[config.mk]
export PLATFORM = sky130hd
export DESIGN_NAME = tohost_monitor
export DESIGN_NICKNAME = d
export VERILOG_FILES = /design/src/rtl/tohost_monitor.sv
export SDC_FILE = /design/constraint.sdc
export NUM_CORES = 1
export LEC_CHECK = 0
export CORE_UTILIZATION = 40
export CTS_BUF_LIST = sky130_fd_sc_hd__clkbuf_16
export CTS_CLUSTER_DIAMETER = 60
export DETAILED_ROUTE_END_ITERATION = 6
export PLACE_DENSITY = 0.86
export SETUP_SLACK_MARGIN = 0.1
export SYNTH_ARGS = -nofsm -noshare
export SYNTH_HDL_FRONTEND = slang
export SYNTH_SLANG_ARGS = --single-unit
[constraint.sdc]
create_clock -name clk -period 5.68 [get_ports clk]
set_input_delay 0.568 -clock clk [delete_from_list [all_inputs] [get_ports clk]]
set_output_delay 0.568 -clock clk [all_outputs]
set_load 0.03 [all_outputs]
[src/rtl/tohost_monitor.sv]
// tohost_monitor: end-of-test monitor for the rv32ima system.
// Watches accepted data-memory writes to the riscv-tests tohost word and
// the x30/x31 signature registers. It reports a sticky pass, fail or timeout
// verdict, counts RUN cycles, and raises halt_req when a verdict exists.
//
// Ports
//   clk, nrst                 clock, async active-low reset
//   dmem_wen, dmem_ready      write request / accept (completion = both high)
//   dmem_addr, dmem_wdata     write byte address / data
//   rf_x30, rf_x31            live register-file contents
//   done, pass, fail, timeout verdict flags (done = any verdict)
//   test_id                   failing test number from the tohost write
//   cycles                    RUN cycles counted, saturating
//   halt_req                  mirrors done
module tohost_monitor #(
  parameter logic [31:0]     TOHOST_ADDR    = 32'h80001000,
  parameter logic [31:0]     SIG_VALUE      = 32'hBEEFBEEF,
  parameter longint unsigned TIMEOUT_CYCLES = 64'd1000000
) (
  input  logic        clk,
  input  logic        nrst,
  input  logic        dmem_wen,
  input  logic        dmem_ready,
  input  logic [31:0] dmem_addr,
  input  logic [31:0] dmem_wdata,
  input  logic [31:0] rf_x30,
  input  logic [31:0] rf_x31,
  output logic        done,
  output logic        pass,
  output logic        fail,
  output logic        timeout,
  output logic [30:0] test_id,
  output logic [31:0] cycles,
  output logic        halt_req
);

  localparam int unsigned CNT_W = 32;
  localparam int unsigned ID_W  = 31;

  // One-hot terminal states so each verdict flag is a state flop bit.
  localparam logic [2:0] ST_RUN     = 3'b000;
  localparam logic [2:0] ST_PASS    = 3'b001;
  localparam logic [2:0] ST_FAIL    = 3'b010;
  localparam logic [2:0] ST_TIMEOUT = 3'b100;

  localparam logic [CNT_W-1:0] CNT_MAX = {CNT_W{1'b1}};

  logic [2:0]       state_q, state_d;
  logic [ID_W-1:0]  test_id_q, test_id_d;
  logic [CNT_W-1:0] cycles_q, cycles_d;
  logic             done_q;

  logic tohost_wr;
  logic pass_ev;
  logic fail_ev;
  logic sig_ev;
  logic timeout_hit;

  // Byte offset of the write address is deliberately ignored.
  logic unused_addr_lsbs;
  assign unused_addr_lsbs = ^dmem_addr[1:0];

  // Event decode and next-state / next-counter logic.
  always_comb begin
    state_d     = state_q;
    test_id_d   = test_id_q;
    cycles_d    = cycles_q;
    tohost_wr   = dmem_wen & dmem_ready & (dmem_addr[31:2] == TOHOST_ADDR[31:2]);
    pass_ev     = tohost_wr & (dmem_wdata == 32'd1);
    fail_ev     = tohost_wr & dmem_wdata[0] & (dmem_wdata != 32'd1);
    sig_ev      = (rf_x30 == SIG_VALUE) & (rf_x31 == SIG_VALUE);
    timeout_hit = (64'(cycles_q) == (TIMEOUT_CYCLES - 64'd1));

    if (state_q == ST_RUN) begin
      // Count includes the edge that leaves RUN.
      cycles_d = (cycles_q == CNT_MAX) ? cycles_q : cycles_q + CNT_W'(1);
      if (fail_ev) begin
        state_d   = ST_FAIL;
        test_id_d = dmem_wdata[31:1];
      end else if (pass_ev || sig_ev) begin
        state_d = ST_PASS;
      end else if (timeout_hit) begin
        state_d = ST_TIMEOUT;
      end
    end
  end

  // State, counter and verdict registers.
  always_ff @(posedge clk or negedge nrst) begin
    if (!nrst) begin
      state_q   <= ST_RUN;
      test_id_q <= '0;
      cycles_q  <= '0;
      done_q    <= 1'b0;
    end else begin
      state_q   <= state_d;
      test_id_q <= test_id_d;
      cycles_q  <= cycles_d;
      done_q    <= (state_d != ST_RUN);
    end
  end

  assign pass     = state_q[0];
  assign fail     = state_q[1];
  assign timeout  = state_q[2];
  assign done     = done_q;
  assign halt_req = done_q;
  assign test_id  = test_id_q;
  assign cycles   = cycles_q;

endmodule
* Word level (Yosys, flattened, before mapping)
Cells that the tools add are included.
Operators by class: add/subtract/negate cells 1, eq/ne operators 7, mux-type cells 4, bitwise logic cells 7, reduce and logical (&&, ||, !) cells 5
Operator list (number):
- 32-bit equality test, second input constant | 3
- 32-bit by 1-bit adder with 32-bit output, second input constant | 1
- 32-bit by 1-bit equality test with 1-bit output, second input constant | 1
- 32-bit by 20-bit equality test with 1-bit output, second input constant | 1
- 32-bit by 1-bit inequality test with 1-bit output, second input constant | 1
- 30-bit equality test, second input constant | 1
- 3-bit 2-to-1 mux | 4
- 1-bit bitwise AND | 6
- 2-bit AND reduction | 2
- 3-bit logical NOT | 1
- 3-bit nonzero test | 1
- 1-bit logical OR | 1
- 1-bit inverter | 1
Word-level totals: register bits 67, output and inout port bits 68, logic and storage cells 28

* Logic depth before layout (Yosys ltp)
Gate-level depths: netlist of the first run.
depth after elaboration 8, gate-level depth with buffers 6, gate-level depth less buffers 5

* Worst setup path after synthesis of the first run
Ideal clock, no wire load.
path type input -> register, start input port dmem_addr[10], end register test_id_q[10] (netlist: test_id[10]), arrival time 1940 ps, required time 5555 ps, slack 3615 ps, stages on the path 6, path buffers 1, cell sequence nor4b_1 -> and4_1 -> nand3_1 -> nor3_2 -> buf_4 -> mux2_2
On the way: longest elaborated chain between the ends 5
Ends and longest elaborated chain:
- from (decl) | line 24 | input logic [31:0] dmem_addr,
- 30-bit equality test | line 68 | tohost_wr = dmem_wen & dmem_ready & (dmem_addr[31:2] == TOHOST_ADDR[31:2]);
- 1-bit bitwise AND | line 68
- 1-bit bitwise AND (2 in a row) | line 70 | fail_ev = tohost_wr & dmem_wdata[0] & (dmem_wdata != 32'd1);
- 2-bit AND reduction (no source line)
- to (signal assigned) | line 97 | test_id_q <= test_id_d;
- to (decl) | line 49 | logic [ID_W-1:0] test_id_q, test_id_d;
Every way passes these cells. A chain may end at the register's enable or synchronous reset.

* Final worst setup path of the first run
start register cycles_q[23] (netlist: cycles[23]), end register cycles_q[1] (netlist: cycles[1])
On the way: longest elaborated chain between the ends 3
Ends and longest elaborated chain:
- from (decl) | line 50 | logic [CNT_W-1:0] cycles_q, cycles_d;
- from (signal assigned) | line 98 | cycles_q <= cycles_d;
- 32-bit equality test | line 76 | cycles_d = (cycles_q == CNT_MAX) ? cycles_q : cycles_q + CNT_W'(1);
- 1-bit inverter (no source line)
- 2-bit AND reduction (no source line)
Every way passes these cells.

==> results of run 1 <==
==> routing by layer <==
layer	up-vias	GRT usage, %
met5	-	0
met1	1521	25.35
met2	125	46.11
met3	26	3.120
li1	1464	-
met4	0	12.76
==> layout by cell type, fill, tap and decap left out, types with 5 or more instances in the layout <==
master           netlist  routed
clkdlybuf4s50_1        0     196
dfrtp_1               67      67
xnor2_1               31      31
mux2_2                30      30
nand4_1               27      27
nor4_1                20      20
nand3_1               17      17
and3_1                14      14
nand4b_1              12      12
clkbuf_16              0       9
and4_1                 7       7
nor2_1                 7       7
nand2_1                6       6
nor4b_1                5       5
==> final cells by class <==
class	instances	share of cell area (%)
clock buffers	9	4.021
repair buffers	200	35.52
well taps	102	2.279
flip-flops and latches	67	29.94
clock inverters	6	0.4692
multi-input cells	198	27.77
==> stage by stage <==
step | total power [µW] | setup WS, ps | instances
detailed placement | 594.1 | 2721 | 567
global route | 1095 | 2824 | 582
CTS | 1068 | 3037 | 582
floorplan | 491.9 | 3615 | 273
global placement | 592.5 | 2740 | 567
finish | 1057 | 2994 | 582
==> where the power goes <==
part / switching, µW / internal, µW
Combinational: 25.8 / 81.3
Sequential: 0.00714 / 478
Clock: 187 / 285
Total: 212 / 844
==> state kept, by name, summed over array words and instances, names as in the netlist <==
| signal | count |
|---|---|
| test_id | 31 |
| done | 1 |
| state_q | 3 |
| cycles | 32 |
==> path summary, 6_finish.rpt <==
path | cells after the start | startpoint | slack, ps | end
setup / recovery | 5 | cycles[23] | 2990 | cycles[1]
hold / removal | 2 | nrst | 410 | cycles[9]
setup reg to reg | 5 | cycles[23] | 2990 | cycles[1]
hold reg to reg | 1 | test_id[28] | 500 | test_id[28]
max in group asynchronous | 2 | nrst | 4720 | cycles[18]
min in group clk | 1 | test_id[28] | 500 | test_id[28]
==> cells by family after synthesis <==
| logic type | Yosys count |
|---|---|
| flops | 67 |
| fa+ha+maj | 1 |
| xor+xnor | 31 |
| mux | 32 |
| buf+inv | 8 |
| simple gates | 130 |
| compound gates | 4 |
==> results.sh, run 1 <==
export IMPL_cpMostUsedCell="and4_1"
export IMPL_dr_wl_met3_um=454
export IMPL_clk_pin_slew_worst_paths_ps=50
export IMPL_regArea_mm2=0.001677
export IMPL_synth_top_family_by_area="simple AND/OR/NAND/NOR gates"
export IMPL_synthTopCellsByArea="dfrtp_1, mux2_2, xnor2_1"
export IMPL_status="completed"
export IMPL_multi_input_area_mm2=0.001555
export IMPL_synthToLayoutAreaGrowth_pct=71.49
export IMPL_grt_pass1_wl_mm=15.63
export IMPL_drt_met1_wl_mm=3.577
export IMPL_crit_chain="and4_1, and4_1, nand4_1, nand2_1, mux2_2"
export IMPL_worstPathRequired_ps=5890
export IMPL_synth_async_sr_flop_share_pct=100.0
export IMPL_pin_count=200
export IMPL_cts_htree_levels=3
export IMPL_antenna_cells=0
export IMPL_power_per_cell_area_mw_per_mm2=188.7
export IMPL_stdcell_area_mm2=0.005600
export IMPL_synthFlopType="dfrtp_1"
export IMPL_port_buffers=197
export IMPL_crit_arrival_ps=2900
export IMPL_setup_viol_count_final=0
export IMPL_fmax_mhz=372.3
export IMPL_min_path_type="primary input to asynchronous set/reset pin"
export IMPL_grt_ovfl_total=0
export IMPL_gp_congestion=0.7711
export IMPL_synth_compound_area_share_pct=1.533
export IMPL_ctsRootBufferMaster="clkbuf_16"
export IMPL_p_leak_uw=0.002301
export IMPL_vias_per_cell=5.388
export IMPL_initial_core_util_pct=41.83
export IMPL_rows=32
export IMPL_tns_ps=0
export IMPL_skew_ps=6.602
export IMPL_die_area_mm2=0.008529
export IMPL_slowest_stage="nand4_1"
export IMPL_synth_top_cell_area_share_pct=51.34
export IMPL_rsz0062_at_grt="no"
export IMPL_top_layer="met4"
export IMPL_ys_warn_count=0
export IMPL_yosys_area_share_adder_pct=0.3831
export IMPL_netlist_instances=273
export IMPL_cts_buffers=9
export IMPL_startpoint_type="flop"
export IMPL_cap_violations=0
export IMPL_grt_start_max_net_pins=68
export IMPL_ctsResizeCount=0
export IMPL_path_delay_family="simple AND/OR/NAND/NOR gates"
export IMPL_muxShareOfSynthArea_pct=11.03
export IMPL_post_route_util_pct=71.73
export IMPL_grt_use_total_pct=24.10
export IMPL_post_dp_cell_area_mm2=0.005349
export IMPL_synth_xor_area_share_pct=8.314
export IMPL_synthSimpleGateAreaFrac_pct=26.02
export IMPL_syn_avg_cell_area_um2=11.96
export IMPL_syn_cell_area_mm2=0.003266
export IMPL_post_cts_setup_buffers=0
export IMPL_dp_hpwl_mm=7.750
export IMPL_ir_drop_mv=0.1102
export IMPL_end_kind="flop"
export IMPL_netlist_cell_type_count=31
export IMPL_cts_sinks=67
export IMPL_synth_edf_count=0
export IMPL_clk_path_buf_depth=2
export IMPL_synth_nets=406
export IMPL_max_stage_delay_ps=760
export IMPL_tritoncts="built"
export IMPL_die_w_um=92.36
export IMPL_wl_per_cell_um=16.96
export IMPL_worst_slew_pin_slew_ps=955.9
export IMPL_relSlewSlack_pct=36.08
export IMPL_yosys_area_top_type="dfrtp_1"
export IMPL_drc_errors=0
export IMPL_netlist_top_cells_count="dfrtp_1, xnor2_1, mux2_2"
export IMPL_clkLatencyLatePin_ps=330
export IMPL_ys_ff_latch=67
export IMPL_dr_wl_met2_mm=5.496
export IMPL_die_h_um=92.36
export IMPL_crit_buf_inv=0
export IMPL_drv_slew=0
export IMPL_first_pass_iters=4
export IMPL_final_min_clock_period_ps=2686
export IMPL_grt_pass1_vias=3276
export IMPL_routed_wl_mm=9.873
export IMPL_vias=3136
export IMPL_holdWs_ps=414.1
export IMPL_nNetsFinal=609
export IMPL_antenna_left=0
export IMPL_antenna_found_initial=0
export IMPL_path_class="flop to flop"
export IMPL_holdBufCountCts=0
export IMPL_fillCellCount=586
export IMPL_seq_area_frac_synth_pct=51.34
export IMPL_drive_above_1_share_pct=11.25
export IMPL_yosysMostFrequentCell="dfrtp_1"
export IMPL_hold_viol=0
export IMPL_crit_path_max_fanout=23
export IMPL_drt_initial_drc_count=73
export IMPL_core_area_mm2=0.007807
export IMPL_fin_crit_sh_pct=47.29
No activity file was read; power rests on OpenSTA's default activity.
==> run 2: changes to the inputs <==
--- a/config.mk
+++ b/config.mk
@@ -5,11 +5,11 @@
 export SDC_FILE = /design/constraint.sdc
 export NUM_CORES = 1
 export LEC_CHECK = 0
-export CORE_UTILIZATION = 40
+export CORE_UTILIZATION = 37
 export CTS_BUF_LIST = sky130_fd_sc_hd__clkbuf_16
 export CTS_CLUSTER_DIAMETER = 60
 export DETAILED_ROUTE_END_ITERATION = 6
-export PLACE_DENSITY = 0.86
+export PLACE_DENSITY = 0.8
 export SETUP_SLACK_MARGIN = 0.1
 export SYNTH_ARGS = -nofsm -noshare
 export SYNTH_HDL_FRONTEND = slang
==> constraint.sdc (replaced) <==
create_clock -name clk -period 2.5 [get_ports clk]
set_input_delay 0.25 -clock clk [delete_from_list [all_inputs] [get_ports clk]]
set_output_delay 0.25 -clock clk [all_outputs]
set_load 0.03 [all_outputs]
==> run 2 against run 1 <==
Non-clock buffer count is 3 higher; global-route usage is 0.17 points lower; largest power group is now the clock network; register-to-register slack worse by 2500 ps; first-iteration DRC count is 56% higher; highest routed layer unchanged; count of clock-buffer cells in the layout stayed put; die area is 7.9% higher.
==> results.sh, run 2 (synthesis results as in run 1) <==
export IMPL_die_h_um=95.95
export IMPL_cts_htree_levels=3
export IMPL_largest_reg_flops=32
export IMPL_fin_cells=589
export IMPL_clk_path_buf_depth=2
export IMPL_port_buffers=197
export IMPL_mostFrequentLayoutCell="clkdlybuf4s50_1"
export IMPL_dp_cells=573
export IMPL_routed_wl_mm=10.25
export IMPL_layout_common_cells="clkdlybuf4s50_1, dfrtp_1, xnor2_1"
export IMPL_grt_ovfl_total=0
export IMPL_setup_viol_count_final=0
export IMPL_antenna_cells=0
export IMPL_core_area_mm2=0.008382
export IMPL_pin_count=200
export IMPL_grt_pass1_vias=3250
export IMPL_rows=33
export IMPL_die_area_mm2=0.009205
export IMPL_ctsResizeCount=0
export IMPL_p_leak_uw=0.002333
export IMPL_drive_above_1_share_pct=12.60
export IMPL_holdBufCountCts=0
export IMPL_dp_hpwl_mm=8.134
export IMPL_drv_slew=0
export IMPL_cts_sinks=67
export IMPL_path_class="primary input to flop"
export IMPL_clkLatencyLatePin_ps=320
export IMPL_crit_buf_inv=2
export IMPL_vias_per_cell=5.357
export IMPL_worstPathRequired_ps=2700
export IMPL_power_per_cell_area_mw_per_mm2=470.1
export IMPL_crit_chain="clkdlybuf4s50_1, nor4b_1, and4_1, nand3_1, nor3_4, buf_12, mux2_2"
export IMPL_cts_buffers=9
export IMPL_startpoint_type="primary input"
export IMPL_tns_ps=0
export IMPL_antenna_found_initial=0
export IMPL_nNetsFinal=612
export IMPL_relSlewSlack_pct=43.78
export IMPL_final_min_clock_period_ps=2059
export IMPL_cap_violations=0
export IMPL_fmax_mhz=485.8
export IMPL_max_stage_delay_ps=400
export IMPL_hold_viol=0
export IMPL_worst_slew_pin_slew_ps=843.3
export IMPL_fillCellCount=644
export IMPL_first_pass_iters=4
export IMPL_die_w_um=95.95
export IMPL_synthToLayoutAreaGrowth_pct=74.98
export IMPL_slowest_stage="clkdlybuf4s50_1"
export IMPL_min_path_type="primary input to asynchronous set/reset pin"
export IMPL_path_delay_family="simple AND/OR/NAND/NOR gates"
export IMPL_skew_ps=8.367
export IMPL_crit_path_max_fanout=32
export IMPL_post_dp_cell_area_mm2=0.005388
export IMPL_initial_core_util_pct=38.96
export IMPL_drt_initial_drc_count=114
export IMPL_holdWs_ps=112.4
export IMPL_ctsRootBufferMaster="clkbuf_16"
export IMPL_wl_per_cell_um=17.40
export IMPL_rsz0062_at_grt="no"
export IMPL_drc_errors=0
export IMPL_stdcell_area_mm2=0.005714
export IMPL_grt_use_total_pct=23.92
export IMPL_crit_arrival_ps=2260
export IMPL_antenna_left=0
export IMPL_clk_pin_slew_worst_paths_ps=60
export IMPL_end_kind="flop"
export IMPL_post_route_util_pct=68.17
export IMPL_fin_crit_sh_pct=82.35
export IMPL_status="completed"
export IMPL_vias=3155
export IMPL_post_cts_setup_buffers=0
export IMPL_ir_drop_mv=0.3790
export IMPL_grt_start_max_net_pins=68
export IMPL_tritoncts="built"
export IMPL_grt_pass1_wl_mm=16.28
export IMPL_gp_congestion=0.8291
==> run 2: cell count changes in the layout (fill, tap and decap cells not counted) <==
cell,previous run,this run
clkinv_2,3,0
buf_4,3,5
bufinv_16,0,2
clkinv_4,0,2
clkinvlp_4,0,2
inv_1,2,0
buf_12,0,1
clkinv_1,1,0
inv_6,0,1
==> run 2: metal layers <==
layer  up-vias  wire length [µm]  GRT usage [%]
met3        26               490          4.818
met4         0               371          11.82
met1      1524              3910          27.09
met5         -                 0              0
li1       1474                 -              -
met2       131              5476          42.74
==> run 2: path summary, 6_finish.rpt <==
kind / from / to / slack [ps] / cells past startpoint
worst max-delay path: dmem_addr[25] / test_id[25] / 440 / 7
worst min-delay path: nrst / test_id[15] / 110 / 2
worst max register to register: cycles[12] / cycles[28] / 460 / 5
worst min register to register: test_id[28] / test_id[28] / 480 / 1
max in group asynchronous: nrst / cycles[2] / 1830 / 2
min in group clk: test_id[28] / test_id[28] / 480 / 1
==> run 2: worst register-to-register path, delay by kind of cell, from the launching register on <==
family / cells / cell delay (ps)
AND/OR/NAND/NOR: 3 / 780
AO/OA/AOI/OAI: 1 / 510
flip-flops: 1 / 470
XOR/XNOR: 1 / 160
==> run 2: report_power, final <==
part / switching (µW) / total, µW / internal [µW]
Sequential: 0.0179 / 1080 / 1080
Clock: 476 / 1360 / 879
Combinational: 61.6 / 247 / 185
Total: 538 / 2690 / 2150
==> run 2: area by class of cell <==
cell class                      count  area, µm²  area share, %
Timing Repair Buffer              203       2024          35.43
Sequential cell                    67       1677          29.34
Multi-Input combinational cell    198       1555          27.22
Clock buffer                        9      225.2          3.941
Tap cell                          105      131.4          2.299
Clock inverter                      7      101.3          1.774
==> run 2: metrics by stage <==
stage	total power, µW	setup WS, ps
after CTS	2713	409.9
after global routing	2763	310.2
after detailed placement	1353	71.71
after floorplan	1117	522.1
after global placement	1349	122.9
final	2686	441.4
